File: config.mk
export PLATFORM = sky130hd
export DESIGN_NAME = msa_field_decode
export DESIGN_NICKNAME = d
export VERILOG_FILES = /design/src/rtl/msa_field_decode.sv
export SDC_FILE = /design/constraint.sdc
export NUM_CORES = 1
export LEC_CHECK = 0
export BUFFER_PORTS_ARGS = -buffer_cell sky130_fd_sc_hd__buf_4
export CAP_MARGIN = 20
export CORE_ASPECT_RATIO = 0.8
export CORE_MARGIN = 1
export CORE_UTILIZATION = 34
export CTS_CLUSTER_SIZE = 28
export DETAILED_ROUTE_END_ITERATION = 7
export GPL_TIMING_DRIVEN = 0
export PLACE_DENSITY_LB_ADDON = 0.1
export SLEW_MARGIN = 20
export SYNTH_ARGS = -nofsm -noshare
export SYNTH_HDL_FRONTEND = slang
export SYNTH_SLANG_ARGS = --single-unit
File: constraint.sdc
create_clock -name clk -period 1.6 [get_ports clk]
set_input_delay 0.08 -clock clk [delete_from_list [all_inputs] [get_ports clk]]
set_output_delay 0.08 -clock clk [all_outputs]
set_load 0.01 [all_outputs]
File: src/rtl/msa_field_decode.sv
// msa_field_decode: registered MSA field decode with 2-entry skid buffer.
// Optional MSA_DECODE_PERF_EN adds issued/stall performance counters.
module msa_field_decode #(
    parameter int IMM_W = 32
) (
    input  logic             clk,
    input  logic             rst,
    input  logic             flush,
    input  logic             in_valid,
    output logic             in_ready,
    input  logic [31:0]      in_instr,
    input  logic [3:0]       in_fmt,
    output logic             out_valid,
    input  logic             out_ready,
    output logic [3:0]       out_fmt,
    output logic [4:0]       out_op,
    output logic [4:0]       out_wd,
    output logic [4:0]       out_ws,
    output logic [4:0]       out_wt,
    output logic [1:0]       out_df,
    output logic [IMM_W-1:0] out_imm,
    output logic             out_illegal
`ifdef MSA_DECODE_PERF_EN
    ,
    output logic [31:0]      perf_issued,
    output logic [31:0]      perf_stall
`endif
);

    localparam logic [3:0] FMT_I8   = 4'd0;
    localparam logic [3:0] FMT_I5   = 4'd1;
    localparam logic [3:0] FMT_I10  = 4'd2;
    localparam logic [3:0] FMT_BIT  = 4'd3;
    localparam logic [3:0] FMT_3R   = 4'd4;
    localparam logic [3:0] FMT_ELM  = 4'd5;
    localparam logic [3:0] FMT_3RF  = 4'd6;
    localparam logic [3:0] FMT_2R   = 4'd7;
    localparam logic [3:0] FMT_2RF  = 4'd8;
    localparam logic [3:0] FMT_VEC  = 4'd9;
    localparam logic [3:0] FMT_MI10 = 4'd10;
    localparam logic [3:0] FMT_BR   = 4'd11;

    typedef struct packed {
        logic [3:0]       fmt;
        logic [4:0]       op;
        logic [4:0]       wd;
        logic [4:0]       ws;
        logic [4:0]       wt;
        logic [1:0]       df;
        logic [IMM_W-1:0] imm;
        logic             illegal;
    } bundle_t;

    typedef enum logic [1:0] {
        S_EMPTY,
        S_ONE,
        S_FULL
    } state_t;

    state_t  state_q;
    state_t  state_d;
    logic    in_ready_q;
    logic    in_xfer;
    logic    out_xfer;
    bundle_t dec;
    bundle_t out_q;
    bundle_t skid_q;

    logic [IMM_W-1:0] i5_sext;
    logic [IMM_W-1:0] i5_zext;
    logic [IMM_W-1:0] i10_sext;
    logic [IMM_W-1:0] mi10_base;
    logic [IMM_W-1:0] mi10_off;
    logic [IMM_W-1:0] br_off;
    logic             unused_bits;

    assign i5_sext   = IMM_W'($signed(in_instr[20:16]));
    assign i5_zext   = IMM_W'(in_instr[20:16]);
    assign i10_sext  = IMM_W'($signed(in_instr[20:11]));
    assign mi10_base = IMM_W'($signed(in_instr[25:16]));
    assign mi10_off  = mi10_base << in_instr[1:0];
    assign br_off    = IMM_W'($signed(in_instr[15:0])) << 2;

    // Opcode bits above the MSA minor fields are classified upstream.
    assign unused_bits = ^in_instr[31:26];

    // Decode the incoming word into a bundle according to its format.
    always_comb begin
        dec     = '0;
        dec.fmt = in_fmt;
        dec.ws  = in_instr[15:11];
        dec.wd  = in_instr[10:6];
        unique case (1'b1)
            (in_fmt == FMT_I8): begin
                dec.op  = {3'b0, in_instr[25:24]};
                dec.imm = IMM_W'(in_instr[23:16]);
            end
            (in_fmt == FMT_I5): begin
                dec.op = {2'b0, in_instr[25:23]};
                dec.df = in_instr[22:21];
                if (in_instr[25:23] inside {3'd2, 3'd4, 3'd5}) begin
                    dec.imm = i5_sext;
                end else begin
                    dec.imm = i5_zext;
                end
            end
            (in_fmt == FMT_I10): begin
                dec.op  = {2'b0, in_instr[25:23]};
                dec.df  = in_instr[22:21];
                dec.imm = i10_sext;
            end
            (in_fmt == FMT_BIT): begin
                dec.op = {2'b0, in_instr[25:23]};
                priority casez (in_instr[22:16])
                    7'b0??????: begin
                        dec.df  = 2'd3;
                        dec.imm = IMM_W'(in_instr[21:16]);
                    end
                    7'b10?????: begin
                        dec.df  = 2'd2;
                        dec.imm = IMM_W'(in_instr[20:16]);
                    end
                    7'b110????: begin
                        dec.df  = 2'd1;
                        dec.imm = IMM_W'(in_instr[19:16]);
                    end
                    7'b1110???: begin
                        dec.df  = 2'd0;
                        dec.imm = IMM_W'(in_instr[18:16]);
                    end
                    default: dec.illegal = 1'b1;
                endcase
            end
            (in_fmt == FMT_3R): begin
                dec.op = {2'b0, in_instr[25:23]};
                dec.df = in_instr[22:21];
                dec.wt = in_instr[20:16];
            end
            (in_fmt == FMT_ELM): begin
                dec.op = {1'b0, in_instr[25:22]};
                priority casez (in_instr[21:16])
                    6'b00????: begin
                        dec.df  = 2'd0;
                        dec.imm = IMM_W'(in_instr[19:16]);
                    end
                    6'b100???: begin
                        dec.df  = 2'd1;
                        dec.imm = IMM_W'(in_instr[18:16]);
                    end
                    6'b1100??: begin
                        dec.df  = 2'd2;
                        dec.imm = IMM_W'(in_instr[17:16]);
                    end
                    6'b11100?: begin
                        dec.df  = 2'd3;
                        dec.imm = IMM_W'(in_instr[16]);
                    end
                    default: dec.illegal = 1'b1;
                endcase
            end
            (in_fmt == FMT_3RF): begin
                dec.op = {1'b0, in_instr[25:22]};
                dec.df = {1'b1, in_instr[21]};
                dec.wt = in_instr[20:16];
            end
            (in_fmt == FMT_2R): begin
                dec.op = {2'b0, in_instr[20:18]};
                dec.df = in_instr[17:16];
            end
            (in_fmt == FMT_2RF): begin
                dec.op = {1'b0, in_instr[20:17]};
                dec.df = {1'b1, in_instr[16]};
            end
            (in_fmt == FMT_VEC): begin
                dec.op = in_instr[25:21];
                dec.wt = in_instr[20:16];
            end
            (in_fmt == FMT_MI10): begin
                dec.op  = {1'b0, in_instr[5:2]};
                dec.df  = in_instr[1:0];
                dec.imm = mi10_off;
            end
            (in_fmt == FMT_BR): begin
                dec.op  = in_instr[25:21];
                dec.wt  = in_instr[20:16];
                dec.imm = br_off;
            end
            default: begin
                dec.ws      = '0;
                dec.wd      = '0;
                dec.illegal = 1'b1;
            end
        endcase
    end

    assign in_ready  = in_ready_q;
    assign out_valid = (state_q != S_EMPTY);
    assign in_xfer   = in_valid & in_ready_q;
    assign out_xfer  = out_valid & out_ready;

    // Skid buffer occupancy: next state from the two handshakes.
    always_comb begin
        state_d = state_q;
        unique case (state_q)
            S_EMPTY: begin
                if (in_xfer) state_d = S_ONE;
            end
            S_ONE: begin
                if (in_xfer && !out_xfer) begin
                    state_d = S_FULL;
                end else if (!in_xfer && out_xfer) begin
                    state_d = S_EMPTY;
                end
            end
            S_FULL: begin
                if (out_xfer) state_d = S_ONE;
            end
            default: state_d = S_EMPTY;
        endcase
    end

    // Occupancy register and registered in_ready; flush empties the buffer.
    always_ff @(posedge clk) begin
        if (rst || flush) begin
            state_q    <= S_EMPTY;
            in_ready_q <= 1'b1;
        end else begin
            state_q    <= state_d;
            in_ready_q <= (state_d != S_FULL);
        end
    end

    // Data path: output register and skid entry.
    always_ff @(posedge clk) begin
        if (rst) begin
            out_q  <= '0;
            skid_q <= '0;
        end else if (!flush) begin
            unique case (state_q)
                S_EMPTY: begin
                    if (in_xfer) out_q <= dec;
                end
                S_ONE: begin
                    if (in_xfer && out_xfer) begin
                        out_q <= dec;
                    end else if (in_xfer) begin
                        skid_q <= dec;
                    end
                end
                S_FULL: begin
                    if (out_xfer) out_q <= skid_q;
                end
                default: begin
                    out_q <= out_q;
                end
            endcase
        end
    end

    assign out_fmt     = out_q.fmt;
    assign out_op      = out_q.op;
    assign out_wd      = out_q.wd;
    assign out_ws      = out_q.ws;
    assign out_wt      = out_q.wt;
    assign out_df      = out_q.df;
    assign out_imm     = out_q.imm;
    assign out_illegal = out_q.illegal;

`ifdef MSA_DECODE_PERF_EN
    // Issue and stall counters, cleared only by reset.
    always_ff @(posedge clk) begin
        if (rst) begin
            perf_issued <= '0;
            perf_stall  <= '0;
        end else begin
            if (out_xfer && !flush) perf_issued <= perf_issued + 32'd1;
            if (out_valid && !out_ready) perf_stall <= perf_stall + 32'd1;
        end
    end
`endif

endmodule

After elaboration in Yosys (flattened, before gate mapping). Index checks and enable logic that the tools add are counted.

Bits in registers: 121. Output and inout port bits: 61. Word-level logic and storage cells: 93.

Equal/unequal tests: 26. Shift-type cells: 1. Muxes and demuxes: 20. Bitwise gates (word level): 5. Reduce and logical (&&, ||, !) cells: 23.

Operators by type and width (count): 34-bit one-hot mux with 4 select lines (2); 32-bit one-hot mux with 7 select lines (1); 59-bit two-way mux (3); 59-bit one-hot mux with 3 select lines (1); 5-bit one-hot mux with 7 select lines (1); 32-bit two-way mux (1); 32-bit by 2-bit left shift with 32-bit output (1); 4-bit == test (second input constant) (6); 4-bit by 3-bit == test with 1-bit output (second input constant) (4); 4-bit OR reduction (4); 2-bit one-hot mux with 7 select lines (1); 3-bit == test (second input constant) (4); 12-bit OR reduction (1); 10-bit two-way mux (1); 10-bit OR reduction (1); 4-bit by 2-bit == test with 1-bit output (second input constant) (2); 2-bit two-way mux (4); 2-bit != test (second input constant) (4); 2-bit one-hot mux with 3 select lines (1); 3-bit nonzero test (2); 5-bit == test (second input constant) (1); 5-bit two-way mux (1); 5-bit AND reduction (1); 2-bit == test (second input constant) (2); other kinds (16) (25).

Depth between registers and ports, before layout.
Word-level depth: 7. Gate-level depth with buffers: 8. Depth with buffers taken out: 5.

Worst setup path before layout. Ideal clock, no wire load.

Kind: register to register. Start: reg in_ready_q, in the netlist in_ready. End: reg skid_q[51] in the netlist's numbering. Library setup time: 0.066 ns. Data arrival time: 1.611 ns. Path slack: -0.078 ns. Stages on the path, launching flop included: 7. Path buffers: 2. Period minus slack after synthesis: 1.678 ns. Path through: dfxtp_1 nand2_1 or4_1 buf_2 buf_6 o31ai_1 nor2b_1.

Word-level cells in the longest chain between the ends: 4.

Ends and longest elaborated chain: start, declared (RTL line 62) `logic in_ready_q;`; start signal, assigned (RTL line 229) `in_ready_q <= (state_d != S_FULL);`; 1-bit bitwise AND * (RTL line 198) `assign in_xfer = in_valid & in_ready_q;`; 1-bit logical AND (RTL line 244) `if (in_xfer && out_xfer) begin`; 1-bit inverter (no line); 4-bit AND reduction (no line) *; end signal, assigned (RTL line 237) `skid_q <= '0;`; end signal, assigned (RTL line 247) `skid_q <= dec;`; end, declared (RTL line 67) `bundle_t skid_q;`.

Mark *: on every way between the ends. The rest lies on a longest branch, timed or not. A chain may end at the register's enable or synchronous reset.

Final worst setup path.
Start: reg state_q[1]. End: reg out_q, in the netlist out_imm[14].

Word-level cells in the longest chain between the ends: 5.

Ends and longest elaborated chain: start, declared (RTL line 60) `state_t state_q;`; start signal, assigned (RTL line 228) `state_q <= state_d;`; 2-bit nonzero test (RTL line 197) `assign out_valid = (state_q != S_EMPTY);`; 1-bit bitwise AND (RTL line 199) `assign out_xfer = out_valid & out_ready;`; 1-bit logical AND (RTL line 244); 2-bit != test (no line); 5-bit AND reduction (no line); end signal, assigned (RTL line 251) `if (out_xfer) out_q <= skid_q;`; end signal, assigned (RTL line 254) `out_q <= out_q;`; end, declared (RTL line 66) `bundle_t out_q;`.

Several ways; a longest one is shown, not always the timed one.

==> qor.csv <==
metric,value,unit
status,finished with violations,
failed_checks,setup timing,
clk_transition_reported_paths,0.07,ns
hp-class,input port to register,
setup.worst_path.class,register to register,
p_int,4120,uW
fin_nets,813,
clockRootBuffer,clkbuf_16,
clk_latency,0.36,ns
layout_common_cells,"114 x buf_4, 90 x dfxtp_1, 84 x nand2_1",
viasPerCell,5.69,
numCtsBuffers,9,
fmax,599,MHz
pwr-share-clk,37.2,%
place_hpwl,14.8,mm
grt_pass1_vias,5286,
synth_edf_count,0,
cp.arrival,1.93,ns
finalHoldViolations,0,
ys_async_sr_fraction,0,%
synthesis.nets,700,
cap_violations,0,
worst_setup_path_end_kind,register,
detail_route.wirelength,20.5,mm
htreeDepth,3,
finClkSkew,0.00858,ns
synth.area.top_cells,"dfxtp_1 35%, nand2_1 6.4%, nor2_1 4.6%",
drc_errors,0,
fin_ws,-0.0686,ns
area_growth,33.9,%
syn_area,5250,um2
gp_congestion,0.948,
yosysTopAreaCellShare,35.5,%
crit_fanout,10,
cts_num_sinks,93,
grt_pass1_wl,31.0,mm
clock_path_buffers,2,
synthFlopType,dfxtp_1,
powerDensity,824,nW/um2
finalCritPeriodShare,104,%
comb_power_share,20.5,%
start_util,34.9,%
antenna_found_initial,1,
routedWlPerCell,20.8,um
finalCriticalPeriod,1.67,ns
final_common_cell,buf_4,
p_sw,1670,uW
synth_warnings,0,
critPathRequiredTime,1.86,ns
drt_iter0_markers,535,
slew_headroom,48.6,%
grt_max_degree,17,
seq_power_share,42.3,%
design_area,7030,um2
core_area,15100,um2
ys_ff_latch,93,
cts_tree,built,
dr.pass1.iters,7,
gr-total-overflow,0,
ios,102,
setup_viol,31,
reg2reg_slack,-0.07,ns
syn_area_per_cell,7.97,um2
peakVddDrop,0.526,mV
die_h,113,um
die_w,141,um
synth.distinct_cells,70,
vias,5612,
finalPower,5790,uW
die_area,15900,um2
yosysTopAreaCell,dfxtp_1,
synthCells,659,
power.leakage,0.00269,uW
rows,40,
swShare,28.9,%
drive_gt1_share,33.1,%
place.port_buffers,88,
ys_seq_area_share,35.5,%
n_antenna_cell,0,
nFillCells,1505,
grtUsageTotal,25.9,%
drtAntennaViolNets,0,
slew_viol_final,0,
dpl_cell_area,6180,um2
start_kind,register,
max_slew.worst_pin.slew,0.771,ns
grt_setup_unrepaired,yes,
## power groups by stage
stage          logic [uW]  registers, uW  clock network [uW]
4_1_cts              1120           2450                2200
6_report             1190           2450                2150
2_1_floorplan         584           2520                   0
3_3_place_gp         1050           2500                   0
3_5_place_dp         1050           2500                   0
5_1_grt              1270           2460                2280
## metrics by stage
| stage | util (%) | TNS [ns] | hold slack (ns) | cells | setup slack [ns] |
|---|---|---|---|---|---|
| floorplan | - | 0 | 0.157 | 659 | 0.00732 |
| global placement | 41.0 | -29.44 | 0.309 | 957 | -0.468 |
| detailed placement | 41.0 | -31.78 | 0.318 | 957 | -0.471 |
| CTS | 45.0 | -2.70 | 0.0142 | 983 | -0.117 |
| global route | 46.7 | -4.33 | 0.0221 | 987 | -0.131 |
| finish | 46.7 | -1.01 | 0.0241 | 987 | -0.0686 |
## flip-flops by register name (all words and copies together), names as in the netlist
name,count
out_df,2
out_op,5
state_q,2
in_ready,1
out_illegal,1
out_wt,5
out_imm,18
skid_q,45
out_ws,5
out_wd,5
out_fmt,4
## cell families (layout without fill, tap and decap cells)
family                 count (synthesis)  in the layout  share of synthesized area, %
flip-flops                            93             93                          35.5
buffers and inverters                 90            207                          8.96
multiplexers                          19             19                          4.77
AND/OR/NAND/NOR                      276            277                          26.1
AO/OA/AOI/OAI                        181            181                          24.7
## worst max-delay path, cell delays in order (launching register included)
cell      delay [ns]
dfxtp_2         0.33
buf_6           0.12
and4bb_2        0.31
a21o_1          0.16
buf_12          0.16
buf_12          0.15
o21ai_1         0.07
a221oi_1        0.27
## cells in the mapped netlist, types with 3 or more instances
cell       n
a211oi_1  26
a21o_1     3
a21oi_1   41
a221oi_1   9
a221oi_2   3
a22o_1     4
a22oi_1    6
a311oi_1  16
and3_1     8
and4bb_2   3
buf_2     21
buf_4     20
buf_6      4
clkbuf_1  38
dfxtp_1   93
inv_1      5
mux2_2     8
mux2i_1    7
mux4_2     4
nand2_1   90
nand2b_1   6
nand3_1   35
nand3b_1   3
nand4_1    6
nor2_1    64
nor2b_1   10
nor3_1    22
nor3b_1    9
o211ai_1   5
o21a_1     8
o21ai_0   27
o221ai_1   3
## worst paths after layout
path,start,endpoint,cells after the start
max reg2reg,state_q[1],out_imm[14],7
max,state_q[1],out_imm[14],7
min,in_instr[7],skid_q[46],3
min reg2reg,skid_q[58],skid_q[58],2
## routing by layer
metal  global-route usage (%)  up-vias  wire length [um]
li1                         -     2618                 -
met2                     40.6      243              9180
met4                     8.70        2               471
met5                        0        -                13
met1                     35.4     2706              9430
met3                     5.54       43              1420
## cell type report
| class | instances | area [um2] | area share [%] |
|---|---|---|---|
| multi-input combinational | 477 | 3160 | 45.0 |
| sequential | 93 | 1870 | 26.6 |
| timing repair buffer | 105 | 850 | 12.1 |
| buffer | 81 | 576 | 8.19 |
| tap | 210 | 263 | 3.74 |
| clock buffer | 10 | 229 | 3.26 |
| clock inverter | 6 | 63.8 | 0.908 |
| inverter | 5 | 18.8 | 0.267 |
## what timing repair did
item | CTS | global route
setup buffers | 10 | 4
hold endpoints to repair | 1 | 0
endpoints found under the setup margin | 92 | 92
pin swaps | 16 | 34
hold buffers | 1 | 0
cloned | 1 | 2
gates resized for setup | 74 | 62
(Power assumes the default switching activity.)
